[src/rtl/alu32_seq.sv]
`default_nettype none
// ============================================================================
//  Module      : alu32_seq
//  Description : Sequencer wrapped around an external 32-bit ALU (alu32).
//                Two push buttons build the operands by incrementing (or
//                clearing, when clr is high) two 32-bit registers.
//                A start request launches one ALU operation and captures the
//                ALU output once the configured result latency has elapsed.
//
//  Parameters  : ALU_LAT          alu32 result latency in CLK cycles (1..15)
//                DEBOUNCE_CYCLES  consecutive equal samples needed before a
//                                 button level is accepted (20-bit counter);
//                                 used only when ALU32_SEQ_DEBOUNCE_EN is set
//
//  Macro       : ALU32_SEQ_DEBOUNCE_EN  defined   -> per-button debounce filter
//                                       undefined -> synchronized level used
//                                                    directly (default)
//
//  Ports       : CLK          in   system clock, rising-edge
//                rst_n        in   asynchronous active-low reset
//                pushButton1  in   raw operand-1 button, active-low, async
//                pushButton2  in   raw operand-2 button, active-low, async
//                clr          in   a press while high zeroes the operand
//                ALUop[2:0]   in   operation, sampled when start is accepted
//                start        in   execute request (level)
//                alu_result   in   output of the alu32 instance
//                alu_inp1     out  operand 1 to alu32
//                alu_inp2     out  operand 2 to alu32
//                alu_op[2:0]  out  operation to alu32
//                busy         out  high while an operation is in flight
//                done         out  one-cycle pulse when result is updated
//                result       out  captured ALU output
//
//  Revision    : 1.0  initial release
// ============================================================================
module alu32_seq #(
    parameter int ALU_LAT         = 1,
    parameter int DEBOUNCE_CYCLES = 50000
) (
    input  logic        CLK,
    input  logic        rst_n,
    input  logic        pushButton1,
    input  logic        pushButton2,
    input  logic        clr,
    input  logic [2:0]  ALUop,
    input  logic        start,
    input  logic [31:0] alu_result,
    output logic [31:0] alu_inp1,
    output logic [31:0] alu_inp2,
    output logic [2:0]  alu_op,
    output logic        busy,
    output logic        done,
    output logic [31:0] result
);

    // WAIT runs from ALU_LAT-1 down to 0, so it lasts exactly ALU_LAT cycles
    localparam logic [3:0] C_WAIT_LOAD = 4'(ALU_LAT - 1);

    typedef enum logic [1:0] {
        S_IDLE    = 2'd0,
        S_ISSUE   = 2'd1,
        S_WAIT    = 2'd2,
        S_CAPTURE = 2'd3
    } state_t;

    // Out-of-range settings elaborate an empty g_cfg_error scope so a bad
    // configuration is visible in the elaborated hierarchy.
    if (ALU_LAT < 1 || ALU_LAT > 15 || DEBOUNCE_CYCLES < 1 ||
        DEBOUNCE_CYCLES > 1048575) begin : g_cfg_error
    end

    // ------------------------------------------------------------------
    // Button conditioning: bit 0 = pushButton1, bit 1 = pushButton2.
    // Buttons are active-low, so the idle (released) level is 1.
    // ------------------------------------------------------------------
    logic [1:0] r_sync1;
    logic [1:0] r_sync2;
    logic [1:0] w_level;
    logic [1:0] r_level_d;
    logic [1:0] r_press;

    always_ff @(posedge CLK or negedge rst_n) begin
        if (!rst_n) begin
            r_sync1 <= 2'b11;
            r_sync2 <= 2'b11;
        end else begin
            r_sync1 <= {pushButton2, pushButton1};
            r_sync2 <= r_sync1;
        end
    end

`ifdef ALU32_SEQ_DEBOUNCE_EN
    localparam logic [19:0] C_DEB_LAST = 20'(DEBOUNCE_CYCLES - 1);

    logic [19:0] r_deb_cnt [2];
    logic [1:0]  r_stable;

    // A new level is adopted only after DEBOUNCE_CYCLES consecutive samples
    // that differ from the currently accepted level; any sample equal to the
    // accepted level restarts the count, so short glitches never get through.
    always_ff @(posedge CLK or negedge rst_n) begin
        if (!rst_n) begin
            r_stable <= 2'b11;
            for (int i = 0; i < 2; i++) begin
                r_deb_cnt[i] <= 20'd0;
            end
        end else begin
            for (int i = 0; i < 2; i++) begin
                if (r_sync2[i] == r_stable[i]) begin
                    r_deb_cnt[i] <= 20'd0;
                end else if (r_deb_cnt[i] == C_DEB_LAST) begin
                    r_stable[i]  <= r_sync2[i];
                    r_deb_cnt[i] <= 20'd0;
                end else begin
                    r_deb_cnt[i] <= r_deb_cnt[i] + 20'd1;
                end
            end
        end
    end

    assign w_level = r_stable;
`else
    assign w_level = r_sync2;
`endif

    // Falling edge of the conditioned level -> registered one-cycle strobe
    always_ff @(posedge CLK or negedge rst_n) begin
        if (!rst_n) begin
            r_level_d <= 2'b11;
            r_press   <= 2'b00;
        end else begin
            r_level_d <= w_level;
            r_press   <= r_level_d & ~w_level;
        end
    end

    // ------------------------------------------------------------------
    // Sequencer FSM
    // ------------------------------------------------------------------
    state_t      r_state;
    state_t      w_state_nxt;
    logic        w_accept;
    logic        w_capture;
    logic [3:0]  r_wait_cnt;

    always_ff @(posedge CLK or negedge rst_n) begin
        if (!rst_n) begin
            r_state <= S_IDLE;
        end else begin
            r_state <= w_state_nxt;
        end
    end

    always_comb begin
        w_state_nxt = r_state;
        w_accept    = 1'b0;
        w_capture   = 1'b0;
        case (r_state)
            S_IDLE: begin
                if (start) begin
                    w_state_nxt = S_ISSUE;
                    w_accept    = 1'b1;
                end
            end
            S_ISSUE: begin
                w_state_nxt = S_WAIT;
            end
            S_WAIT: begin
                if (r_wait_cnt == 4'd0) begin
                    w_state_nxt = S_CAPTURE;
                end
            end
            S_CAPTURE: begin
                w_state_nxt = S_IDLE;
                w_capture   = 1'b1;
            end
            default: begin
                w_state_nxt = S_IDLE;
            end
        endcase
    end

    always_ff @(posedge CLK or negedge rst_n) begin
        if (!rst_n) begin
            r_wait_cnt <= 4'd0;
        end else if (r_state == S_ISSUE) begin
            r_wait_cnt <= C_WAIT_LOAD;
        end else if (r_state == S_WAIT && r_wait_cnt != 4'd0) begin
            r_wait_cnt <= r_wait_cnt - 4'd1;
        end
    end

    // ------------------------------------------------------------------
    // Operand registers. Strobes arriving outside IDLE are dropped, which
    // freezes the operands for the whole execution. A strobe on the same
    // edge as start acceptance still lands, so ISSUE sees the new value.
    // ------------------------------------------------------------------
    logic [31:0] r_op1;
    logic [31:0] r_op2;
    logic [31:0] w_op1_nxt;
    logic [31:0] w_op2_nxt;
    logic        w_idle;

    assign w_idle    = (r_state == S_IDLE);
    assign w_op1_nxt = (w_idle && r_press[0]) ? (clr ? 32'd0 : r_op1 + 32'd1) : r_op1;
    assign w_op2_nxt = (w_idle && r_press[1]) ? (clr ? 32'd0 : r_op2 + 32'd1) : r_op2;

    always_ff @(posedge CLK or negedge rst_n) begin
        if (!rst_n) begin
            r_op1 <= 32'd0;
            r_op2 <= 32'd0;
        end else begin
            r_op1 <= w_op1_nxt;
            r_op2 <= w_op2_nxt;
        end
    end

    // ------------------------------------------------------------------
    // Operation select, result capture and done pulse
    // ------------------------------------------------------------------
    logic [2:0]  r_alu_op;
    logic [31:0] r_result;
    logic        r_done;

    always_ff @(posedge CLK or negedge rst_n) begin
        if (!rst_n) begin
            r_alu_op <= 3'd0;
            r_result <= 32'd0;
            r_done   <= 1'b0;
        end else begin
            r_done <= w_capture;
            if (w_accept) begin
                r_alu_op <= ALUop;
            end
            if (w_capture) begin
                r_result <= alu_result;
            end
        end
    end

    assign alu_inp1 = r_op1;
    assign alu_inp2 = r_op2;
    assign alu_op   = r_alu_op;
    assign busy     = (r_state != S_IDLE);
    assign done     = r_done;
    assign result   = r_result;

endmodule
`default_nettype wire

[config.mk]
export PLATFORM = sky130hd
export DESIGN_NAME = alu32_seq
export DESIGN_NICKNAME = d
export VERILOG_FILES = /design/src/rtl/alu32_seq.sv
export SDC_FILE = /design/constraint.sdc
export NUM_CORES = 1
export LEC_CHECK = 0
export ABC_CLOCK_PERIOD_IN_PS = 6000
export CORE_UTILIZATION = 50
export DETAILED_ROUTE_END_ITERATION = 8
export GPL_ROUTABILITY_DRIVEN = 0
export GPL_TIMING_DRIVEN = 0
export PLACE_DENSITY = 0.81
export SYNTH_ARGS = -nofsm -noshare
export SYNTH_HDL_FRONTEND = slang
export SYNTH_SLANG_ARGS = --single-unit
[constraint.sdc]
create_clock -name CLK -period 6 [get_ports CLK]
set_input_delay 1.2 -clock CLK [delete_from_list [all_inputs] [get_ports CLK]]
set_output_delay 1.2 -clock CLK [all_outputs]
set_load 0.01 [all_outputs]
==> run summary <==
The flow ran to the end, and the final reports show no timing, DRC or antenna violations. Setup violations remaining at the end of the flow were counted as 0. The netlist area before placement came out at approximately 5400 um2.

The number of cells on the worst hold path is 0. For this design the static power due to leakage is 3.093 nW. Synthesis instantiated 40 different standard cells from the library. The register bit total from synthesis came out at between 100 and 150. In the post-route analysis, the smallest setup slack over all paths is about 2.8 ns.

The wire length reported by the detailed router came out at 13370 um. Once the clock tree was built, the setup fixing pass inserted 0 buffers. The total core area came out at slightly above 10000 um2. Setup repair after global routing left no endpoint under its margin.

The sequential area share after synthesis is 0.5314. The number of clock buffers inserted by TritonCTS came out at 17. Ranked by total cell area, the synthesized netlist is headed by dfrtp_1, mux2_2, nand2_1. The area of all placed cells without fillers is 7610 um2. The synthesis-to-finish area growth is 41.38%.

The TritonCTS sink count came out at about 110. The startpoint of the most critical hold path is r_sync1[0]. Between clock sinks in the finished design, the worst skew comes to 0.006229 ns. The start point of the critical path is r_state[0]. The tightest min-delay check is of the flop to flop type. The data arrival at the endpoint of the critical path came out at about 2.0 ns. The critical path capture point is busy. The height of the die came out at 105.8 um. In this run the horizontal extent of the chip is 105.8 um. After clock tree synthesis, the repair step resized 0 gates. Summing all placed instances gives a cell area of 6989 um2. The number of design-rule violations left by the first detailed-router iteration came out at 385. The number of vias in the routed layout came out at about 4.7k.

The smallest clock period supported by the final layout is computed as around 3.2 ns. In this run the worst path has a maximum fanout of 10. The depth of the CTS H-tree is 4. The number of antenna violations at the first check in global routing is 0. The final count of pins violating max slew is 0.

For this run, the total global-route usage over all layers was measured as 0.2561. The fraction of layout cells with a size suffix above 1 is 0.1255. The endpoint identified for the worst register-to-register timing path is alu_inp2[25]. The post-route clock period utilization is 0.5368.

The category of the worst setup path capture point is a primary output. The detailed-route vias per instance is around 5.7. The register clock-pin slew on the reported worst setup and hold paths came out at approximately 0.05 ns. The average instance area after synthesis is about 11 um2. The library cells used most frequently in the layout, excluding fill and tap cells, are clkdlybuf4s50_1, dfrtp_1, nand2_1.

For this run, the leading register cell type out of synthesis is dfrtp_1. The most area-hungry cell type in the Yosys netlist is dfrtp_1. In this run the clock root is driven by a clkbuf_8. Counting cells, the worst reg-to-reg path comes to 8. The number of global-route vias before repair came out at roughly 4.7k.

The number of synthesis warnings came out at 0. The hold violation total from the final report was 0. At the pin with the least slew margin, the transition time is approximately 0.84 ns. The CTS tree is done. The pin count of the biggest net entering global routing came out at 64. The detailed-route wire length on metal 1 is 5692 um. The beginning of the worst register-to-register path is r_state[0].

STA classifies the critical path startpoint as a flop. IR analysis of the VDD net gives a maximum drop of 0.4073 mV. After floorplanning, the core was divided into 37 placement rows. Wire segments on met3 add up to roughly 1100 um in the final route. The number of nets in the synthesized netlist is about 560. The fraction of synthesized cell area taken by the top area cell type is 0.5021. The worst slack at placement came out at between 2 and 3 ns. The top achievable clock speed is slightly above 0.3 GHz. The clock latency reported for the late side of the worst-skew pair is 0.51 ns. The critical path required time came out at around 4.8 ns. The number of design rule violations left after detail routing came out at 0.

The worst hold slack across all endpoints came out at approximately 0.36 ns. The remaining number of nets flagged by the antenna check after routing is 0. The global-route wire length before repair came out at about 23000 um.

The synthesized design contains 0 enable-type register cells. The proportion of synthesized flip-flops having asynchronous set or reset is 1.000. The headroom to the max-slew limit came out at 0.4380. The library cell used most frequently in the layout, excluding fill and tap cells, is clkdlybuf4s50_1. For this configuration, the core starts out at a cell density of 0.5191. The number of nets in the layout came out at slightly above 700. The number of buffers between clock root and the deepest sink is 2. Across the run, the number of max-cap violations was 0. Counting every instance in the synthesized netlist gives 511. The worst setup path is of the flop to primary output kind.

Setup slack on the worst reg-to-reg path comes out at approximately 3.4 ns. The count of boundary I/O pins is roughly 140. The number of antenna diodes in the final layout is 0.

The total power density per cell area came out at around 490 nW/um2. The count of port buffers added during placement is ~140. After detailed routing, no signal wire sits above met4. The length of routed met2 wiring is 6465 um. The overflow left after global routing came out at 0. The count of hold-fix buffers inserted at cts is 0. The area of the die is 11180 um2. The pre-antenna-repair detailed-routing pass consisted of 4 iterations. The half-perimeter wire length of the detailed placement result is approximately 9400 um. The mean routed wirelength per cell came out at ~16 um.
-- registers in the layout, indices dropped and copies added (netlist names) --
| name | count |
|---|---|
| r_state | 2 |
| r_wait_cnt | 4 |
| done | 1 |
| r_level_d | 2 |
| r_press | 2 |
| alu_inp1 | 32 |
| alu_inp2 | 32 |
| result | 32 |
| r_sync1 | 2 |
| r_sync2 | 2 |
| alu_op | 3 |
-- worst max-delay path, cell delays in order (launching register included) --
cell and delay, ns:
dfrtp_1 0.39, inv_1 0.11, ha_1 0.23, buf_6 0.15, inv_1 0.07, clkdlybuf4s50_1 0.56
-- where the power goes --
part / leakage [nW] / switching, mW / internal (mW) / total (mW)
Sequential: 1.42 / 0.296 / 1.06 / 1.35
Combinational: 1.37 / 0.546 / 0.779 / 1.33
Clock: 0.298 / 0.344 / 0.707 / 1.05
-- area by class of cell --
type	instances	area, um2
buffer	24	108.9
clock buffer	23	466.7
clock inverter	9	153.9
fill	735	2760
inverter	20	75.07
multi-input combinational	353	2338
sequential	114	2860
tap	136	170.2
timing repair buffer	142	1436
-- through the flow --
stage / total power, mW / TNS, ns / instances / utilization
2_1_floorplan: 1.914 / 0 / 511 / -
4_1_cts: 3.752 / 0 / 821 / 0.7338
6_report: 3.728 / 0 / 821 / 0.7338
5_1_grt: 3.932 / 0 / 821 / 0.7338
3_3_place_gp: 2.619 / -63.79 / 788 / 0.6716
3_5_place_dp: 2.686 / 0 / 789 / 0.6740
-- logic make-up after synthesis --
| family | after synthesis | synth area share |
|---|---|---|
| adder cells (fa/ha/maj) | 9 | 0.02092 |
| flip-flops | 114 | 0.5314 |
| AO/OA/AOI/OAI | 72 | 0.08020 |
| buffers and inverters | 44 | 0.03417 |
| multiplexers | 50 | 0.1020 |
| XOR/XNOR | 16 | 0.02604 |
| AND/OR/NAND/NOR | 206 | 0.2053 |
-- per-layer routing --
metal	vias to the layer above	track usage
li1	2190	-
met1	2316	0.3313
met2	164	0.4066
met3	15	0.08349
met4	0	0.08333
met5	-	0
-- worst min-delay path by stage --
stage	endpoint	slack, ns
after floorplan	r_sync2[0]	0.35
after CTS	r_sync2[0]	0.36
after global placement	r_sync2[1]	0.35
final	r_sync2[0]	0.36
after global routing	r_sync2[0]	0.36
after detailed placement	r_sync2[1]	0.35
-- synthesized netlist by cell type, types with 11 or more instances --
master / n
o21ai_0: 18
nor4_1: 16
dfrtp_1: 108
a21oi_1: 30
nor2_1: 35
or3_1: 11
or4_1: 17
nand3_1: 24
mux2_2: 39
nand4_1: 20
nand2_1: 46
xnor2_1: 13
clkbuf_1: 16
mux2i_1: 11
inv_1: 20
o31ai_1: 13
No activity file was read; power rests on OpenSTA's default activity.
